File: config.mk
export PLATFORM = sky130hd
export DESIGN_NAME = trig_period
export DESIGN_NICKNAME = d
export VERILOG_FILES = /design/src/rtl/trig_period.sv
export SDC_FILE = /design/constraint.sdc
export NUM_CORES = 1
export LEC_CHECK = 0
export ABC_AREA = 1
export BUFFER_PORTS_ARGS = -buffer_cell sky130_fd_sc_hd__buf_4
export CAP_MARGIN = 20
export CORE_MARGIN = 2
export CORE_UTILIZATION = 32
export CTS_CLUSTER_DIAMETER = 100
export DETAILED_ROUTE_END_ITERATION = 16
export PLACE_DENSITY = 0.55
export SYNTH_ARGS = -nofsm -noshare
export SYNTH_HDL_FRONTEND = slang
export SYNTH_SLANG_ARGS = --single-unit
export TNS_END_PERCENT = 50
File: constraint.sdc
create_clock -name clk_fs -period 1.62 [get_ports clk_fs]
set_input_delay 0.324 -clock clk_fs [delete_from_list [all_inputs] [get_ports clk_fs]]
set_output_delay 0.324 -clock clk_fs [all_outputs]
set_load 0.02 [all_outputs]
File: src/rtl/trig_period.sv
// Hysteresis trigger plus averaged period counter for the sample stream.
// Build option: define TRIG_PERIOD_HYST_EN to enable the vpp/8 hysteresis band.
module trig_period #(
    parameter int          DATA_BIT_WIDTH = 12,
    parameter int          LOG2_PERIODS   = 2,
    parameter int unsigned TIMEOUT        = 4096
) (
    input  logic                      clk_fs,
    input  logic                      rst,
    input  logic [DATA_BIT_WIDTH-1:0] data_u,
    input  logic [DATA_BIT_WIDTH-1:0] max,
    input  logic [DATA_BIT_WIDTH-1:0] min,
    input  logic [DATA_BIT_WIDTH-1:0] vpp,
    input  logic                      lvl_upd,
    output logic                      sq,
    output logic [31:0]               period,
    output logic                      period_vld,
    output logic                      timeout,
    output logic [1:0]                dbg_state
);

    localparam int W  = DATA_BIT_WIDTH;
    localparam int EW = LOG2_PERIODS + 1;
    localparam logic [EW-1:0] LAST_EDGE = EW'((2 ** LOG2_PERIODS) - 1);

    typedef enum logic [1:0] {IDLE = 2'd0, ARM = 2'd1, MEAS = 2'd2} state_t;

    state_t        state_q, state_d;
    logic          lvl_q;
    logic [W-1:0]  th_hi, th_lo, th_hi_n, th_lo_n, mid;
    logic [W:0]    sum_w;
    logic          sq_q, sq_d;
    logic [31:0]   cnt, cnt_d, cnt_inc, period_d;
    logic [EW-1:0] edge_cnt, edge_d;
    logic          vld_d, tmo_d;
    logic          lvl_load, lvl_ok, rise;

    assign sum_w = {1'b0, max} + {1'b0, min};
    assign mid   = W'(sum_w >> 1);

`ifdef TRIG_PERIOD_HYST_EN
    logic [W-1:0] hyst;
    logic [W:0]   hi_w;
    assign hyst    = vpp >> 3;
    assign hi_w    = {1'b0, mid} + {1'b0, hyst};
    assign th_hi_n = hi_w[W] ? '1 : hi_w[W-1:0];
    assign th_lo_n = (mid > hyst) ? (mid - hyst) : '0;
`else
    logic unused_vpp;
    assign unused_vpp = ^vpp;
    assign th_hi_n    = mid;
    assign th_lo_n    = mid;
`endif

    assign lvl_load  = lvl_upd & ~lvl_q;
    assign lvl_ok    = max > min;
    assign rise      = sq & ~sq_q;
    assign cnt_inc   = (cnt == 32'hFFFF_FFFF) ? cnt : cnt + 32'd1;
    assign dbg_state = state_q;

    // period_vld is a valid-only pulse (no ready); period and timeout hold until the next pulse.
    always_comb begin
        state_d  = state_q;
        sq_d     = sq;
        cnt_d    = cnt;
        edge_d   = edge_cnt;
        period_d = period;
        vld_d    = 1'b0;
        tmo_d    = timeout;

        if (data_u > th_hi) begin
            sq_d = 1'b1;
        end else if (data_u < th_lo) begin
            sq_d = 1'b0;
        end

        case (state_q)
            IDLE: begin
                sq_d   = 1'b0;
                cnt_d  = '0;
                edge_d = '0;
            end
            ARM: begin
                if (rise) begin
                    cnt_d   = 32'd1;
                    edge_d  = '0;
                    state_d = MEAS;
                end else if (cnt >= TIMEOUT) begin
                    period_d = '0;
                    tmo_d    = 1'b1;
                    vld_d    = 1'b1;
                    cnt_d    = '0;
                end else begin
                    cnt_d = cnt_inc;
                end
            end
            MEAS: begin
                // A completed result wins over a simultaneous timeout.
                if (rise && edge_cnt == LAST_EDGE) begin
                    period_d = cnt >> LOG2_PERIODS;
                    vld_d    = 1'b1;
                    tmo_d    = 1'b0;
                    cnt_d    = 32'd1;
                    edge_d   = '0;
                end else if (cnt >= TIMEOUT) begin
                    period_d = '0;
                    tmo_d    = 1'b1;
                    vld_d    = 1'b1;
                    cnt_d    = '0;
                    state_d  = ARM;
                end else begin
                    cnt_d = cnt_inc;
                    if (rise) edge_d = edge_cnt + EW'(1);
                end
            end
            default: state_d = IDLE;
        endcase

        // Degenerate levels (flat signal) invalidate everything in flight.
        if (lvl_load) begin
            if (!lvl_ok) begin
                state_d = IDLE;
                sq_d    = 1'b0;
                cnt_d   = '0;
                edge_d  = '0;
                vld_d   = 1'b0;
            end else if (state_q == IDLE) begin
                state_d = ARM;
            end
        end
    end

    always_ff @(posedge clk_fs) begin
        if (rst) begin
            state_q    <= IDLE;
            lvl_q      <= 1'b0;
            th_hi      <= '0;
            th_lo      <= '0;
            sq         <= 1'b0;
            sq_q       <= 1'b0;
            cnt        <= '0;
            edge_cnt   <= '0;
            period     <= '0;
            period_vld <= 1'b0;
            timeout    <= 1'b0;
        end else begin
            state_q    <= state_d;
            lvl_q      <= lvl_upd;
            sq         <= sq_d;
            sq_q       <= sq;
            cnt        <= cnt_d;
            edge_cnt   <= edge_d;
            period     <= period_d;
            period_vld <= vld_d;
            timeout    <= tmo_d;
            if (lvl_load) begin
                th_hi <= th_hi_n;
                th_lo <= th_lo_n;
            end
        end
    end

endmodule

* Word-level counts from Yosys, hierarchy flattened
Index checks and enable logic that the tools add are counted.
Cells by class: mux-type cells 40, equality and inequality tests 5, bitwise operators 4, order comparisons 4, reductions and logical operators 4, $add $sub $neg 3
Operator list (number):
- $mux W32 | 9
- $pmux W32 S3 | 1
- $pmux W32 S2 | 1
- $add A32 B1 Y32 const B | 1
- $eq A32 B32 Y1 const B | 1
- $ge A32 B13 Y1 const B | 1
- $gt A12 B12 Y1 | 2
- $mux W3 | 6
- $add A12 B12 Y13 | 1
- $mux W1 | 13
- $lt A12 B12 Y1 | 1
- $mux W2 | 6
- $pmux W3 S3 | 1
- $pmux W2 S3 | 1
- $pmux W1 S2 | 2
- $add A3 B1 Y3 const B | 1
- $eq A3 B2 Y1 const B | 1
- $and A1 B1 Y1 | 2
- $eq A2 B1 Y1 const B | 1
- $eq A2 B2 Y1 const B | 1
- $logic_not A2 Y1 | 1
- $ne A2 B2 Y1 const B | 1
- $not A1 Y1 | 2
- $reduce_and A2 Y1 | 1
- other kinds (2) | 2
Storage, ports and cells: output and inout bits 37, register bits 86, logic and storage cells 70, bits of input ports 51

* Logic depth before layout (Yosys ltp)
depth after elaboration 8, mapped depth 15, gate-level depth less buffers 15

* Worst setup path before layout
Ideal clock, no wire load.
path type in2reg, start point in max[0], end point reg th_lo[5], library setup time 58 ps, path buffers 0, path slack -119 ps, cell stages on the path 11, arrival 1680 ps, cell sequence ha_1 > inv_1 > fa_1 > inv_1 > nand2_1 > nand2_1 > a21oi_1 > or2_2 > nand3_1 > o211ai_1 > inv_1
Between the ends: longest elaborated chain between the ends 1
Ends and longest elaborated chain:
- start: declaration | line 11 | input logic [DATA_BIT_WIDTH-1:0] max,
- $add A12 B12 Y13 | line 38 | assign sum_w = {1'b0, max} + {1'b0, min};
- end signal: assignment | line 158 | th_lo <= th_lo_n;
- end: declaration | line 30 | logic [W-1:0] th_hi, th_lo, th_hi_n, th_lo_n, mid;
Every way passes these cells. A chain may end at the register's enable or synchronous reset.

* Worst setup path in the final report
start point reg edge_cnt[0], end point reg period[6]
Between the ends: longest elaborated chain between the ends 4
Ends and longest elaborated chain:
- start: declaration | line 34 | logic [EW-1:0] edge_cnt, edge_d;
- start signal: assignment | line 152 | edge_cnt <= edge_d;
- $eq A3 B2 Y1 | line 99 | if (rise && edge_cnt == LAST_EDGE) begin
- $logic_and A1 B1 Y1 | line 99
- $mux W32 | line 99
- $pmux W32 S2 | line 77 | case (state_q)
- end signal: assignment | line 153 | period <= period_d;
- end: declaration | line 16 | output logic [31:0] period,
Every way passes these cells.

==> flow_summary.ini <==
[power]
power_leakage_uw = 0.003226
ir_drop_v = 0.0005743
power.density_mw_per_mm2 = 704.6

[logic_synthesis]
synthAdderAreaFrac_pct = 11.93
syn_avg_cell_area_um2 = 7.228
synth_nets = 773
yosysTopAreaCellShare_pct = 35.24
synth_top_family_by_area = simple AND/OR/NAND/NOR gates
synth_seq_cells = 86
synth_seq_area_share_pct = 35.24
synth-async-reset-ratio_pct = 0
ys.flop_type = dfxtp_1
synth_area_leaders = dfxtp_1, nand2_1, ha_1, a21oi_1, inv_1
synth-simple-area-share_pct = 25.71
synth_cells = 676
synth_edf_count = 0
synth_xor_xnor_area_share_pct = 1.613
yosysTopAreaCell = dfxtp_1
synth_mux_area_share_pct = 0
synth_warnings = 0
synth-compound-area-share_pct = 15.67
synth.distinct_cells = 36
syn_area_mm2 = 0.004886

[worst_setup_path]
reg2reg_from = edge_cnt[0]$_SDFF_PP0_
startpoint = edge_cnt[0]$_SDFF_PP0_
crit_path_cell_trace = ha_4, ha_4, inv_2, nor2_4, inv_2, nor2_2, inv_2, nor2_4, buf_12, buf_12, buf_16, nand2_2, a21oi_1
crit_arrival_ns = 1.94
crit_path_frequent_cell = inv_2
path_depth = 13
crit_family = buffers and inverters
path_max_fanout = 7
crit_buf_inv = 6
critPathSlowestCell = dfxtp_2
rr_worst_depth = 13
r2r_setup_slack_ns = -0.05
r2r_end = period[6]$_SDFFE_PP0P_
slowest_delay_ns = 0.35
start_kind = flop
end_kind = flop
critPathCapture = period[6]$_SDFFE_PP0P_
setup.worst_path.class = flop to flop
crit_required_ns = 1.89

[sta]
slew_violations = 0
worstMarginPinSlew_ns = 0.5750
finalCriticalPeriod_ns = 1.672
finalClockSkew_ns = 0.006356
fin_tns_setup_ns = -0.4611
setup_ws_ns = -0.05185
rsz0062_at_grt = true
report.final.hold_viol_count = 0
max_freq_ghz = 0.5981
setup_viol = 19
maxSlewHeadroom_pct = 61.63
post-route-period-util_pct = 103.2
worst_hold_slack_ns = 0.2057

[place]
gp_congestion = 0.8823
portBuffers = 75
placedCellCount = 1004
post-dp-hpwl_um = 9693

[global_routing]
grt_pass1_wl_um = 22500
antenna_found_initial = 0
grt_max_degree = 32
overflow = 0
grt_pass1_vias = 4835
grt_usage_pct = 16.94

[clock_tree]
cts_buffers = 9
numClockSinks = 86
cts_tree = built
clock_latency_ns = 0.34
htreeDepth = 3
cts_buffer_depth = 2
path_clk_slew_ns = 0.06
cts_root_buffer = clkbuf_16
cts_hold_buf = 0

[cells_and_area]
layout.cells.non_filler = 1038
final_nets = 942
final_common_cell = buf_4
antenna_cells = 0
syn_to_final_growth_pct = 48.12
final_cell_mix = buf_4, nand2_1, inv_1
layout-drive-gt1-share_pct = 38.12

[run_status]
outcome = complete, but fails checks
violations = negative setup slack

[floorplan]
die_y_um = 127.6
die-area_mm2 = 0.01627
io-pin-count = 88
std_cell_rows = 45
fp.coreArea_mm2 = 0.01503
die_w_um = 127.6
start_util_pct = 32.50

[drt]
routed_wl_um = 13690
drtIter0Drc = 308
wl_per_cell_um = 13.19
drtAntennaViolNets = 0
viasPerCell = 4.768
vias = 4949
drtPass1Iterations = 4
drc = 0

[run]
maxCapViolCount = 0

[hold_path]
hold_path_class = input port to flop
## worst min-delay path, delay by kind of cell
family	cells	cell delay, ns
buffers and inverters	2	0.11
and+or+nand+nor	1	0.07
## registers in the layout, indices dropped and copies added (netlist names)
name	flops
timeout	1
sq	1
dbg_state	2
lvl_q	1
period	32
period_vld	1
cnt	32
sq_q	1
edge_cnt	3
th_lo	12
## final cells by class
type / count / area [µm²]
tap: 188 / 235.2
timing repair buffer: 180 / 1493
fill: 1495 / 7796
multi-input combinational: 475 / 3128
clock buffer: 11 / 252.7
clock inverter: 5 / 41.29
inverter: 93 / 349.1
sequential: 86 / 1738
## where the power goes
group          switching, µW  internal (µW)  total (µW)
logic                    499            412         911
registers               16.8           2150        2170
clock network            887           1140        2020
total                   1400           3700        5100
## how the worst min path moves through the flow
| stage | from | end | slack [ns] | cells after the start |
|---|---|---|---|---|
| 2_1_floorplan | edge_cnt[2]$_SDFF_PP0_ | edge_cnt[2]$_SDFF_PP0_ | 0.44 | 2 |
| 3_3_place_gp | period[23]$_SDFFE_PP0P_ | period[23]$_SDFFE_PP0P_ | 0.45 | 2 |
| 3_5_place_dp | period[0]$_SDFFE_PP0P_ | period[0]$_SDFFE_PP0P_ | 0.45 | 2 |
| 4_1_cts | lvl_upd | lvl_q$_SDFF_PP0_ | 0.20 | 3 |
| 5_1_grt | lvl_upd | lvl_q$_SDFF_PP0_ | 0.24 | 3 |
| 6_report | lvl_upd | lvl_q$_SDFF_PP0_ | 0.21 | 3 |
## through the flow
stage | setup slack, ns | area, µm² | util (%) | total power, µW
5_1_grt | -0.1693 | 7237 | 48.14 | 5371
2_1_floorplan | -0.06583 | 4941 | - | 2696
3_5_place_dp | -0.3444 | 6304 | 41.93 | 3047
4_1_cts | -0.07263 | 6938 | 46.15 | 5099
3_3_place_gp | -0.2954 | 6304 | 41.93 | 3028
6_report | -0.05185 | 7237 | 48.14 | 5099
## metal layers
metal	GRT usage, %	vias to the layer above	part of all wire [%]
met3	3.392	10	4.2
met4	3.361	0	0.73
met1	21.11	2285	45
met5	0	-	0
met2	30.39	113	50
li1	-	2541	-
## synth_stat cells, drive strengths merged (7+ instances only)
cell and count:
nand2 170, inv 92, dfxtp 86, a21oi 69
nor2 66, ha 45, nand3 25, a211oi 20
nand4 19, o21ai 19, clkbuf 15, buf 9
o211ai 8, xor2 8, nor3 7
## logic make-up after synthesis
family / Yosys count
adder cells (fa/ha/maj): 46
XOR/XNOR: 9
flip-flops: 86
AO/OA/AOI/OAI: 125
buffers and inverters: 117
AND/OR/NAND/NOR: 293
## repair_timing
action / 4_1_cts / 5_1_grt
setup buffers: 8 / 7
resized for setup: 33 / 94
gates cloned: 6 / 0
setup endpoints to repair: 43 / 79
pin swaps: 14 / 49
No activity file was read; power rests on OpenSTA's default activity.
